--- config.mk ---
export PLATFORM = sky130hd
export DESIGN_NAME = bus_demux_ctrl
export DESIGN_NICKNAME = d
export VERILOG_FILES = /design/src/rtl/bus_pkg.sv /design/src/rtl/bus_wait_counter.sv /design/src/rtl/bus_demux_ctrl.sv
export SDC_FILE = /design/constraint.sdc
export NUM_CORES = 1
export LEC_CHECK = 0
export BUFFER_PORTS_ARGS = -buffer_cell sky130_fd_sc_hd__buf_2
export CORE_MARGIN = 1.5
export CORE_UTILIZATION = 50
export DETAILED_ROUTE_END_ITERATION = 7
export PLACE_DENSITY_LB_ADDON = 0.3
export SETUP_SLACK_MARGIN = 0.05
export SYNTH_ARGS = -nofsm -noshare
export SYNTH_HDL_FRONTEND = slang
export SYNTH_SLANG_ARGS = --single-unit
--- constraint.sdc ---
create_clock -name clk -period 4.25 [get_ports clk]
set_clock_uncertainty 0.1 [all_clocks]
set_input_delay 0.85 -clock clk [delete_from_list [all_inputs] [get_ports clk]]
set_output_delay 0.85 -clock clk [all_outputs]
set_load 0.05 [all_outputs]
--- src/rtl/bus_pkg.sv ---
// bus_pkg: shared types and helpers for the 8085 bus interface stage.
// Holds the machine-cycle, FSM-state and decode-target enums, the default
// page/wait constants and the small decode functions used by bus_demux_ctrl.
package bus_pkg;

    typedef enum logic [2:0] {
        CYC_IDLE     = 3'd0,
        CYC_MEM_RD   = 3'd1,
        CYC_MEM_WR   = 3'd2,
        CYC_OP_FETCH = 3'd3,
        CYC_IO_RD    = 3'd4,
        CYC_IO_WR    = 3'd5,
        CYC_INTA     = 3'd6,
        CYC_HALT     = 3'd7
    } cycle_t;

    typedef enum logic [2:0] {
        ST_IDLE   = 3'd0,
        ST_ADDR   = 3'd1,
        ST_ACCESS = 3'd2,
        ST_WAIT   = 3'd3,
        ST_HOLD   = 3'd4
    } state_t;

    typedef enum logic [2:0] {
        TGT_NONE     = 3'd0,
        TGT_RAM      = 3'd1,
        TGT_ROM      = 3'd2,
        TGT_IO       = 3'd3,
        TGT_UNMAPPED = 3'd4
    } target_t;

    localparam logic [7:0] DEFAULT_RAM_PAGE = 8'h00;
    localparam logic [7:0] DEFAULT_ROM_PAGE = 8'h01;
    localparam logic [3:0] DEFAULT_RAM_WAIT = 4'd0;
    localparam logic [3:0] DEFAULT_ROM_WAIT = 4'd1;
    localparam logic [3:0] DEFAULT_IO_WAIT  = 4'd2;

    // S1/S0 pick the transfer kind; IO/M splits memory from IO flavours.
    // S1=S0=0 is HALT regardless of IO/M.
    function automatic cycle_t classifyCycle(input logic iomn, input logic s1, input logic s0);
        cycle_t c;
        case ({s1, s0})
            2'b00:   c = CYC_HALT;
            2'b01:   c = iomn ? CYC_IO_WR : CYC_MEM_WR;
            2'b10:   c = iomn ? CYC_IO_RD : CYC_MEM_RD;
            default: c = iomn ? CYC_INTA  : CYC_OP_FETCH;
        endcase
        return c;
    endfunction

    // INTA, HALT and the idle class never select a device.
    function automatic target_t decodeTarget(input cycle_t cyc, input logic [7:0] page,
                                             input logic [7:0] ramPage, input logic [7:0] romPage);
        target_t t;
        case (cyc)
            CYC_IO_RD, CYC_IO_WR: t = TGT_IO;
            CYC_MEM_RD, CYC_MEM_WR, CYC_OP_FETCH: begin
                if (page == ramPage)      t = TGT_RAM;
                else if (page == romPage) t = TGT_ROM;
                else                      t = TGT_UNMAPPED;
            end
            default: t = TGT_NONE;
        endcase
        return t;
    endfunction

    // Chip-select vector ordering is {io, rom, ram}, active low.
    function automatic logic [2:0] chipSelectFor(input target_t t);
        logic [2:0] csn;
        case (t)
            TGT_RAM: csn = 3'b110;
            TGT_ROM: csn = 3'b101;
            TGT_IO:  csn = 3'b011;
            default: csn = 3'b111;
        endcase
        return csn;
    endfunction

endpackage

--- src/rtl/bus_wait_counter.sv ---
// bus_wait_counter: 4-bit loadable down-counter pacing READY wait states.
// READY is high whenever the count is zero; expire flags the last wait cycle.
module bus_wait_counter
    import bus_pkg::*;
(
    input  logic       clk,
    input  logic       rst,
    input  logic       load_i,
    input  logic       clear_i,
    input  logic       dec_i,
    input  logic [3:0] value_i,
    output logic       expire_o,
    output logic       ready_o
);

    logic [3:0] count_q, count_d;

    // Clear beats load, load beats decrement; the count never wraps below zero.
    always_comb begin
        count_d = count_q;
        if (clear_i) begin
            count_d = 4'd0;
        end else if (load_i) begin
            count_d = value_i;
        end else if (dec_i && (count_q != 4'd0)) begin
            count_d = count_q - 4'd1;
        end
    end

    // Count register, cleared asynchronously so READY is high out of reset.
    always_ff @(posedge clk or posedge rst) begin
        if (rst) begin
            count_q <= 4'd0;
        end else begin
            count_q <= count_d;
        end
    end

    assign expire_o = (count_q == 4'd1);
    assign ready_o  = (count_q == 4'd0);

endmodule

--- src/rtl/bus_demux_ctrl.sv ---
// bus_demux_ctrl: 8085 bus interface stage between the core and ROM/RAM/IO.
// Latches {haddress, ad} on ALE, classifies the machine cycle, drives
// registered active-low chip selects and flags illegal/unmapped accesses.
// Build option WAIT_GEN_EN: when defined, READY wait states are generated per
// target region; when undefined, READY is tied high and a strobe in ACCESS
// goes straight to HOLD.
module bus_demux_ctrl
    import bus_pkg::*;
#(
    parameter logic [7:0] RAM_PAGE = DEFAULT_RAM_PAGE,
    parameter logic [7:0] ROM_PAGE = DEFAULT_ROM_PAGE,
    parameter logic [3:0] RAM_WAIT = DEFAULT_RAM_WAIT,
    parameter logic [3:0] ROM_WAIT = DEFAULT_ROM_WAIT,
    parameter logic [3:0] IO_WAIT  = DEFAULT_IO_WAIT
) (
    input  logic        clk,
    input  logic        rst,
    input  logic        ale,
    input  logic        s0,
    input  logic        s1,
    input  logic        iomn,
    input  logic        rdn,
    input  logic        wrn,
    input  logic [7:0]  haddress,
    input  logic [7:0]  ad,
    output logic [15:0] address,
    output logic        ram_csn,
    output logic        rom_csn,
    output logic        io_csn,
    output logic        ready,
    output logic [2:0]  cycle_type,
    output logic        bus_error
);

`ifdef WAIT_GEN_EN
    localparam bit WAIT_EN = 1'b1;
`else
    localparam bit WAIT_EN = 1'b0;
`endif

    state_t      state_q, state_d;
    logic [15:0] address_q, address_d;
    cycle_t      cycleType_q, cycleType_d;
    logic [2:0]  csn_q, csn_d;
    logic        busError_q, busError_d;

    target_t     target;
    logic        rdActive, wrActive, oneStrobe, bothStrobe, noStrobe, mapped;
    logic [3:0]  waitSel;
    logic        waitExpire;

    assign rdActive   = ~rdn;
    assign wrActive   = ~wrn;
    assign oneStrobe  = rdActive ^ wrActive;
    assign bothStrobe = rdActive & wrActive;
    assign noStrobe   = ~(rdActive | wrActive);

    assign target = decodeTarget(cycleType_q, address_q[15:8], RAM_PAGE, ROM_PAGE);
    assign mapped = (target == TGT_RAM) || (target == TGT_ROM) || (target == TGT_IO);

    // Wait-state budget of the region the latched cycle targets.
    always_comb begin
        case (target)
            TGT_RAM: waitSel = RAM_WAIT;
            TGT_ROM: waitSel = ROM_WAIT;
            TGT_IO:  waitSel = IO_WAIT;
            default: waitSel = 4'd0;
        endcase
    end

    // State and registered outputs; reset forces the idle bus picture at once.
    always_ff @(posedge clk or posedge rst) begin
        if (rst) begin
            state_q     <= ST_IDLE;
            address_q   <= 16'h0000;
            cycleType_q <= CYC_IDLE;
            csn_q       <= 3'b111;
            busError_q  <= 1'b0;
        end else begin
            state_q     <= state_d;
            address_q   <= address_d;
            cycleType_q <= cycleType_d;
            csn_q       <= csn_d;
            busError_q  <= busError_d;
        end
    end

    // Next state: ALE always restarts the cycle in ADDR, aborting whatever was running.
    always_comb begin
        state_d = state_q;
        if (ale) begin
            state_d = ST_ADDR;
        end else begin
            case (state_q)
                ST_IDLE:   state_d = ST_IDLE;
                ST_ADDR:   state_d = ST_ACCESS;
                ST_ACCESS: begin
                    if (bothStrobe) begin
                        state_d = ST_HOLD;
                    end else if (oneStrobe) begin
                        if (mapped && WAIT_EN && (waitSel != 4'd0)) state_d = ST_WAIT;
                        else                                        state_d = ST_HOLD;
                    end else if (target == TGT_NONE) begin
                        state_d = ST_IDLE;
                    end
                end
                ST_WAIT: begin
                    if (noStrobe)        state_d = ST_IDLE;
                    else if (waitExpire) state_d = ST_HOLD;
                end
                ST_HOLD: begin
                    if (noStrobe) state_d = ST_IDLE;
                end
                default: state_d = ST_IDLE;
            endcase
        end
    end

    // Next values of the registered bus outputs: latch, chip selects, error pulse.
    always_comb begin
        address_d   = address_q;
        cycleType_d = cycleType_q;
        csn_d       = csn_q;
        busError_d  = 1'b0;
        if (ale) begin
            address_d   = {haddress, ad};
            cycleType_d = classifyCycle(iomn, s1, s0);
            csn_d       = 3'b111;
        end else begin
            case (state_q)
                ST_ADDR: csn_d = chipSelectFor(target);
                ST_ACCESS: begin
                    if (bothStrobe) begin
                        busError_d = 1'b1;
                        csn_d      = 3'b111;
                    end else if (oneStrobe && (target == TGT_UNMAPPED)) begin
                        busError_d = 1'b1;
                    end else if (noStrobe && (target == TGT_NONE)) begin
                        cycleType_d = CYC_IDLE;
                    end
                end
                ST_WAIT, ST_HOLD: begin
                    if (noStrobe) begin
                        csn_d       = 3'b111;
                        cycleType_d = CYC_IDLE;
                    end
                end
                default: ;
            endcase
        end
    end

`ifdef WAIT_GEN_EN
    logic waitLoad, waitDec, waitClear;

    assign waitLoad  = ~ale && (state_q == ST_ACCESS) && oneStrobe && mapped;
    assign waitDec   = ~ale && (state_q == ST_WAIT) && ~noStrobe;
    assign waitClear = ale || ((state_q == ST_WAIT) && noStrobe);

    bus_wait_counter u_wait (
        .clk      (clk),
        .rst      (rst),
        .load_i   (waitLoad),
        .clear_i  (waitClear),
        .dec_i    (waitDec),
        .value_i  (waitSel),
        .expire_o (waitExpire),
        .ready_o  (ready)
    );
`else
    assign waitExpire = 1'b1;
    assign ready      = 1'b1;
`endif

    assign address    = address_q;
    assign ram_csn    = csn_q[0];
    assign rom_csn    = csn_q[1];
    assign io_csn     = csn_q[2];
    assign cycle_type = cycleType_q;
    assign bus_error  = busError_q;

endmodule
* Word level (Yosys, flattened, before mapping)
Index checks and enable logic that the tools add are counted.
Word-level totals: register bits after elaboration 26, input port bits 24, word-level logic and storage cells 75
Cells by class: eq/ne operators 23, multiplexer cells 28, bitwise gates (word level) 6, reductions and logical operators 13
Operators with widths (number):
- 3-bit 2-to-1 mux | 18
- 3-bit case mux with 3 select lines | 3
- 3-bit by 2-bit equality test with 1-bit output (second input constant) | 6
- 3-bit != test (second input constant) | 6
- 3-bit equality test (second input constant) | 4
- 3-bit case mux with 2 select lines | 2
- 3-bit case mux with 4 select lines | 1
- 3-bit by 1-bit equality test with 1-bit output (second input constant) | 3
- 8-bit by 1-bit equality test with 1-bit output (second input constant) | 1
- 8-bit zero test | 1
- 5-bit != test (second input constant) | 1
- 5-bit AND reduction | 1
- 1-bit 2-to-1 mux | 4
- 4-bit nonzero test | 1
- 2-bit OR reduction | 2
- 3-bit zero test | 1
- 1-bit inverter | 3
- 3-bit AND reduction | 1
- 3-bit nonzero test | 1
- 3-bit OR reduction | 1
- 2-bit by 1-bit equality test with 1-bit output (second input constant) | 1
- 2-bit equality test (second input constant) | 1
- 1-bit logical AND | 2
- 2-bit zero test | 1
- 4 further kinds | 4

* Depth between registers and ports, before layout
depth in word-level cells 11, gate-level depth with buffers 6, mapped depth without buffers 6

* Least setup slack after synthesis
No wires, ideal clock.
path kind in2reg, from input port rdn, to register state_q[1], arrival time 1.850 ns, required time 4.064 ns, setup slack 2.214 ns, stages on the path 5, buffers on the path 0, cells stage by stage inv_1 > ha_1 > a2111oi_0 > a21oi_1 > nor3_1
On the way: word-level cells in the longest chain between the ends 6
RTL lines:
- from (decl) | RTL line bus_demux_ctrl.sv:22 | input logic rdn,
- 1-bit inverter * | RTL line bus_demux_ctrl.sv:52 | assign rdActive = ~rdn;
- 1-bit XOR | RTL line bus_demux_ctrl.sv:54 | assign oneStrobe = rdActive ^ wrActive;
- 3-bit 2-to-1 mux | RTL line bus_demux_ctrl.sv:100 | end else if (oneStrobe) begin
- 3-bit 2-to-1 mux | RTL line bus_demux_ctrl.sv:98 | if (bothStrobe) begin
- 3-bit case mux with 4 select lines | RTL line bus_demux_ctrl.sv:94 | case (state_q)
- 3-bit 2-to-1 mux | RTL line bus_demux_ctrl.sv:91 | if (ale) begin
- to (signal assigned) | RTL line bus_demux_ctrl.sv:80 | state_q <= state_d;
- to (decl) | RTL line bus_demux_ctrl.sv:41 | state_t state_q, state_d;
Every way passes the cells marked *; elsewhere a longest branch is shown, timed or not. A chain may end at the register's enable or synchronous reset.

* Final worst setup path
from register csn_q[2], to output port io_csn
RTL lines:
- from (decl) | RTL line bus_demux_ctrl.sv:44 | logic [2:0] csn_q, csn_d;
- from (signal assigned) | RTL line bus_demux_ctrl.sv:83 | csn_q <= csn_d;
- to (decl) | RTL line bus_demux_ctrl.sv:29 | output logic io_csn,
No word-level cell between the ends.

==> metrics.log <==
[metrics] run status: finished, final reports clean
[metrics] Slew @ Worst Pin: 0.957 ns
[metrics] combinational power share: 28.6%
[metrics] final period utilization: 49.0%
[metrics] sequential share of power: 52.2%
[metrics] first-pass GRT wire length: 3730 um
[metrics] clock latency on the worst-skew pair: 0.32 ns
[metrics] simple-gate area share of the yosys netlist: 13.9%
[metrics] Clock Pin Slew Worst Setup and Hold Paths: 0.14 ns
[metrics] wire length reported by the detailed router: 2290 um
[metrics] fraction of the mapped netlist area in compound gates: 9.39%
[metrics] net load switching power: 0.000198 W
[metrics] Levels on crit path: 1
[metrics] Area growth syn-to-layout: 21.1%
[metrics] CP cell instances: buf_2
[metrics] Worst Hold Path Cells: 1
[metrics] synthesized netlist net count: 124
[metrics] maximum number of pins on one net before global-route repair: 27
[metrics] Max clock buf depth: 2
[metrics] GRT Resource Usage Total: 18.3%
[metrics] antenna-violating nets left: 0
[metrics] Avg Inst Size Synth: 12.6 sq um
[metrics] internal portion of total power: 0.000354 W
[metrics] worst reg-to-reg setup slack: 2.52 ns
[metrics] Pleak: 0.718 nW
[metrics] post-detailed-route wirelength per cell: 13.4 um
[metrics] Clk Tree Root Cell: sky130_fd_sc_hd__clkbuf_4
[metrics] number of core rows: 17
[metrics] beginning of the worst hold path: address[0]
[metrics] total clock buffers created by CTS: 3
[metrics] buffering stage count on the worst path with inverters included: 1
[metrics] Slew Viols, Final: 0
[metrics] number of failing setup endpoints in the final timing report: 0
[metrics] type of the setup path with the least slack: flop to primary output
[metrics] CP Data Required Time: 3.30 ns
[metrics] post-cts sizing count: 0
[metrics] I/O pin count: 48
[metrics] hold path endpoint: address[0]
[metrics] die extent in x: 52.8 um
[metrics] net switching fraction of the power: 35.8%
[metrics] cell count after synthesis: 98
[metrics] post-synth cell types: 32
[metrics] cell with the largest stage delay on the worst path: sky130_fd_sc_hd__dfstp_2
[metrics] final weighted congestion of routability-driven global placement: 0.815
[metrics] Std-Cell Core Area: 0.00228 sq mm
[metrics] DRC violation total after the first TritonRoute iteration: 6
[metrics] number of vias per cell after detailed routing: 5.39
[metrics] first drt pass iteration count: 4
[metrics] hold buffer count at cts: 0
[metrics] Tightest Hold Check Type: flop to flop
[metrics] Post-layout nets: 170
[metrics] capturing point of the worst reg2reg path: csn_q[0]
[metrics] final setup slack of the worst path: 2.17 ns
[metrics] type of destination of the critical path: primary output
[metrics] netlist area before placement: 0.00124 sq mm
[metrics] number of max-capacitance violations reported: 0
[metrics] ratio of total power to cell area: 368 mW/mm^2
[metrics] fraction of synthesized cell area in xor and xnor cells: 0%
[metrics] full die area: 0.00279 sq mm
[metrics] # Post-CTS Setup Buffers: 0
[metrics] worst vdd ir: 0.274 mV
[metrics] via count of the first global-routing pass: 910
[metrics] max incr delay on CP: 0.56 ns
[metrics] family with the most delay on the worst path: flip-flops
[metrics] overflow left after global routing: 0
[metrics] H-tree depth: 1
[metrics] vias: 922
[metrics] clock power share: 19.3%
[metrics] dominant combinational cell family by area after synthesis: multiplexers
[metrics] Clock Sinks: 26
[metrics] initial core utilization: 54.4%
[metrics] number of antenna diodes: 0
[metrics] unrepaired setup endpoints after global routing: no
[metrics] sequential-to-total area share from yosys stat: 52.8%
[metrics] arrival time reported for the critical path endpoint: 1.13 ns
[metrics] Yosys reg bits: 26
[metrics] path depth of the worst reg2reg path: 4
[metrics] beginning of the worst register-to-register path: address[12]
[metrics] total design power: 0.000552 W
[metrics] sum of negative setup slack: 0 ns
[metrics] die span in y: 52.8 um
[metrics] multiplexer share of the synthesized area: 17.9%
[metrics] slew margin rel.: 36.1%
[metrics] min Tclk post-route: 2.08 ns
[metrics] Ys Warns: 0
[metrics] clock tree from TritonCTS: yes
[metrics] Critical Path Start Type: flop
[metrics] adder-cell area share of the yosys netlist: 2.02%
[metrics] IO buf count: 46
[metrics] maximum frequency from static timing analysis: 480 MHz
[metrics] number of endpoints with negative hold slack in the final report: 0
[metrics] worst-path fanout max: 2
[metrics] fraction of final layout cells with drive strength greater than 1: 53.1%
[metrics] number of DRC violations after detailed routing: 0
[metrics] placement-stage worst setup slack: 2.00 ns
[metrics] DPL Wire Length: 1770 um
[metrics] antenna violations before repair: 0
-- cell usage after synthesis, drive strengths merged --
cell type	count	share of area (%)
conb	1	0.30
or4	1	0.91
nand3b	3	1.8
a2111oi	1	0.71
ha	2	2.0
nor3b	1	1.0
nand4b	1	0.71
a21o	2	1.2
a21oi	4	1.6
dfrtp	23	46
o21ai	2	1.1
nand2	3	0.91
clkbuf	3	0.91
dfstp	3	6.4
buf	2	1.5
inv	4	1.2
o21bai	1	0.61
nand4	1	0.51
and4b	1	0.81
a22o	1	0.71
mux2	19	18
nor2	6	1.8
a221oi	1	1.2
nor2b	3	1.5
nor4	1	1.7
nor3	3	1.2
a32o	2	1.6
nand2b	2	1.0
a22oi	1	0.61
-- placed cells by master, fill, tap and decap left out, drive strengths merged --
| cell type | netlist | routed |
|---|---|---|
| mux2 | 19 | 19 |
| inv | 4 | 4 |
| a22oi | 1 | 1 |
| dfstp | 3 | 3 |
| dfrtp | 23 | 23 |
| o21bai | 1 | 1 |
| a22o | 1 | 1 |
| nor3b | 1 | 1 |
| nor4 | 1 | 1 |
| nand2 | 3 | 3 |
| a221oi | 1 | 1 |
| o21ai | 2 | 2 |
| nand3b | 3 | 3 |
| clkbuf | 3 | 4 |
| a21oi | 4 | 4 |
| or4 | 1 | 1 |
| nor2 | 6 | 6 |
| a2111oi | 1 | 1 |
| and4b | 1 | 1 |
| nand4 | 1 | 1 |
| nand2b | 2 | 2 |
| ha | 2 | 2 |
| conb | 1 | 1 |
| a21o | 2 | 2 |
| nand4b | 1 | 1 |
| nor2b | 3 | 3 |
| buf | 2 | 46 |
| nor3 | 3 | 3 |
| a32o | 2 | 2 |
-- routing by layer --
| layer | GRT usage [%] | wire [um] | part of all wire (%) | up-vias |
|---|---|---|---|---|
| li1 | - | - | - | 441 |
| met1 | 22.2 | 1020 | 45 | 443 |
| met2 | 32.1 | 1110 | 49 | 36 |
| met3 | 4.00 | 132 | 5.8 | 2 |
| met4 | 5.98 | 24 | 1.0 | 0 |
| met5 | 0 | 0 | 0 | - |
-- logic make-up after synthesis --
logic type	after synthesis
buffers and inverters	9
multiplexers	19
other	1
flip-flops	26
AO/OA/AOI/OAI	15
AND/OR/NAND/NOR	26
adder cells (fa/ha/maj)	2
-- per-stage QoR --
step	util [%]	cell area, sq um	hold slack (ns)	cells
4_1_cts	65.9	1500	0.425	171
6_report	65.9	1500	0.426	171
3_5_place_dp	64.8	1470	0.393	167
2_1_floorplan	-	1240	0.377	98
3_3_place_gp	64.8	1470	0.386	167
5_1_grt	65.9	1500	0.456	171
-- registers in the layout (all words and copies together) (netlist names) --
signal	flops
state_q	3
cycle_type	3
bus_error	1
address	16
csn_q	3
-- cell type report --
class                           count  area [sq um]
Fill cell                         172           776
Multi-Input combinational cell     63           539
Timing Repair Buffer               46           230
Tap cell                           28          35.0
Inverter                            4          15.0
Sequential cell                    26           654
Clock buffer                        4          26.3
-- how the worst max path moves through the flow --
stage | to | startpoint | slack (ns)
2_1_floorplan | state_q[1] | rdn | 2.21
3_3_place_gp | state_q[1] | rdn | 2.04
3_5_place_dp | state_q[1] | rdn | 2.00
4_1_cts | io_csn | csn_q[2] | 2.16
5_1_grt | io_csn | csn_q[2] | 2.12
6_report | io_csn | csn_q[2] | 2.17
-- power groups by stage --
| stage | Sequential (W) | Combinational, W | Clock [W] |
|---|---|---|---|
| floorplan | 0.000359 | 0.0000515 | 0 |
| global placement | 0.000291 | 0.000156 | 0 |
| detailed placement | 0.000292 | 0.000159 | 0 |
| CTS | 0.000288 | 0.000159 | 0.000111 |
| global route | 0.000291 | 0.000168 | 0.000118 |
| finish | 0.000288 | 0.000158 | 0.000106 |
(Power assumes the default switching activity.)
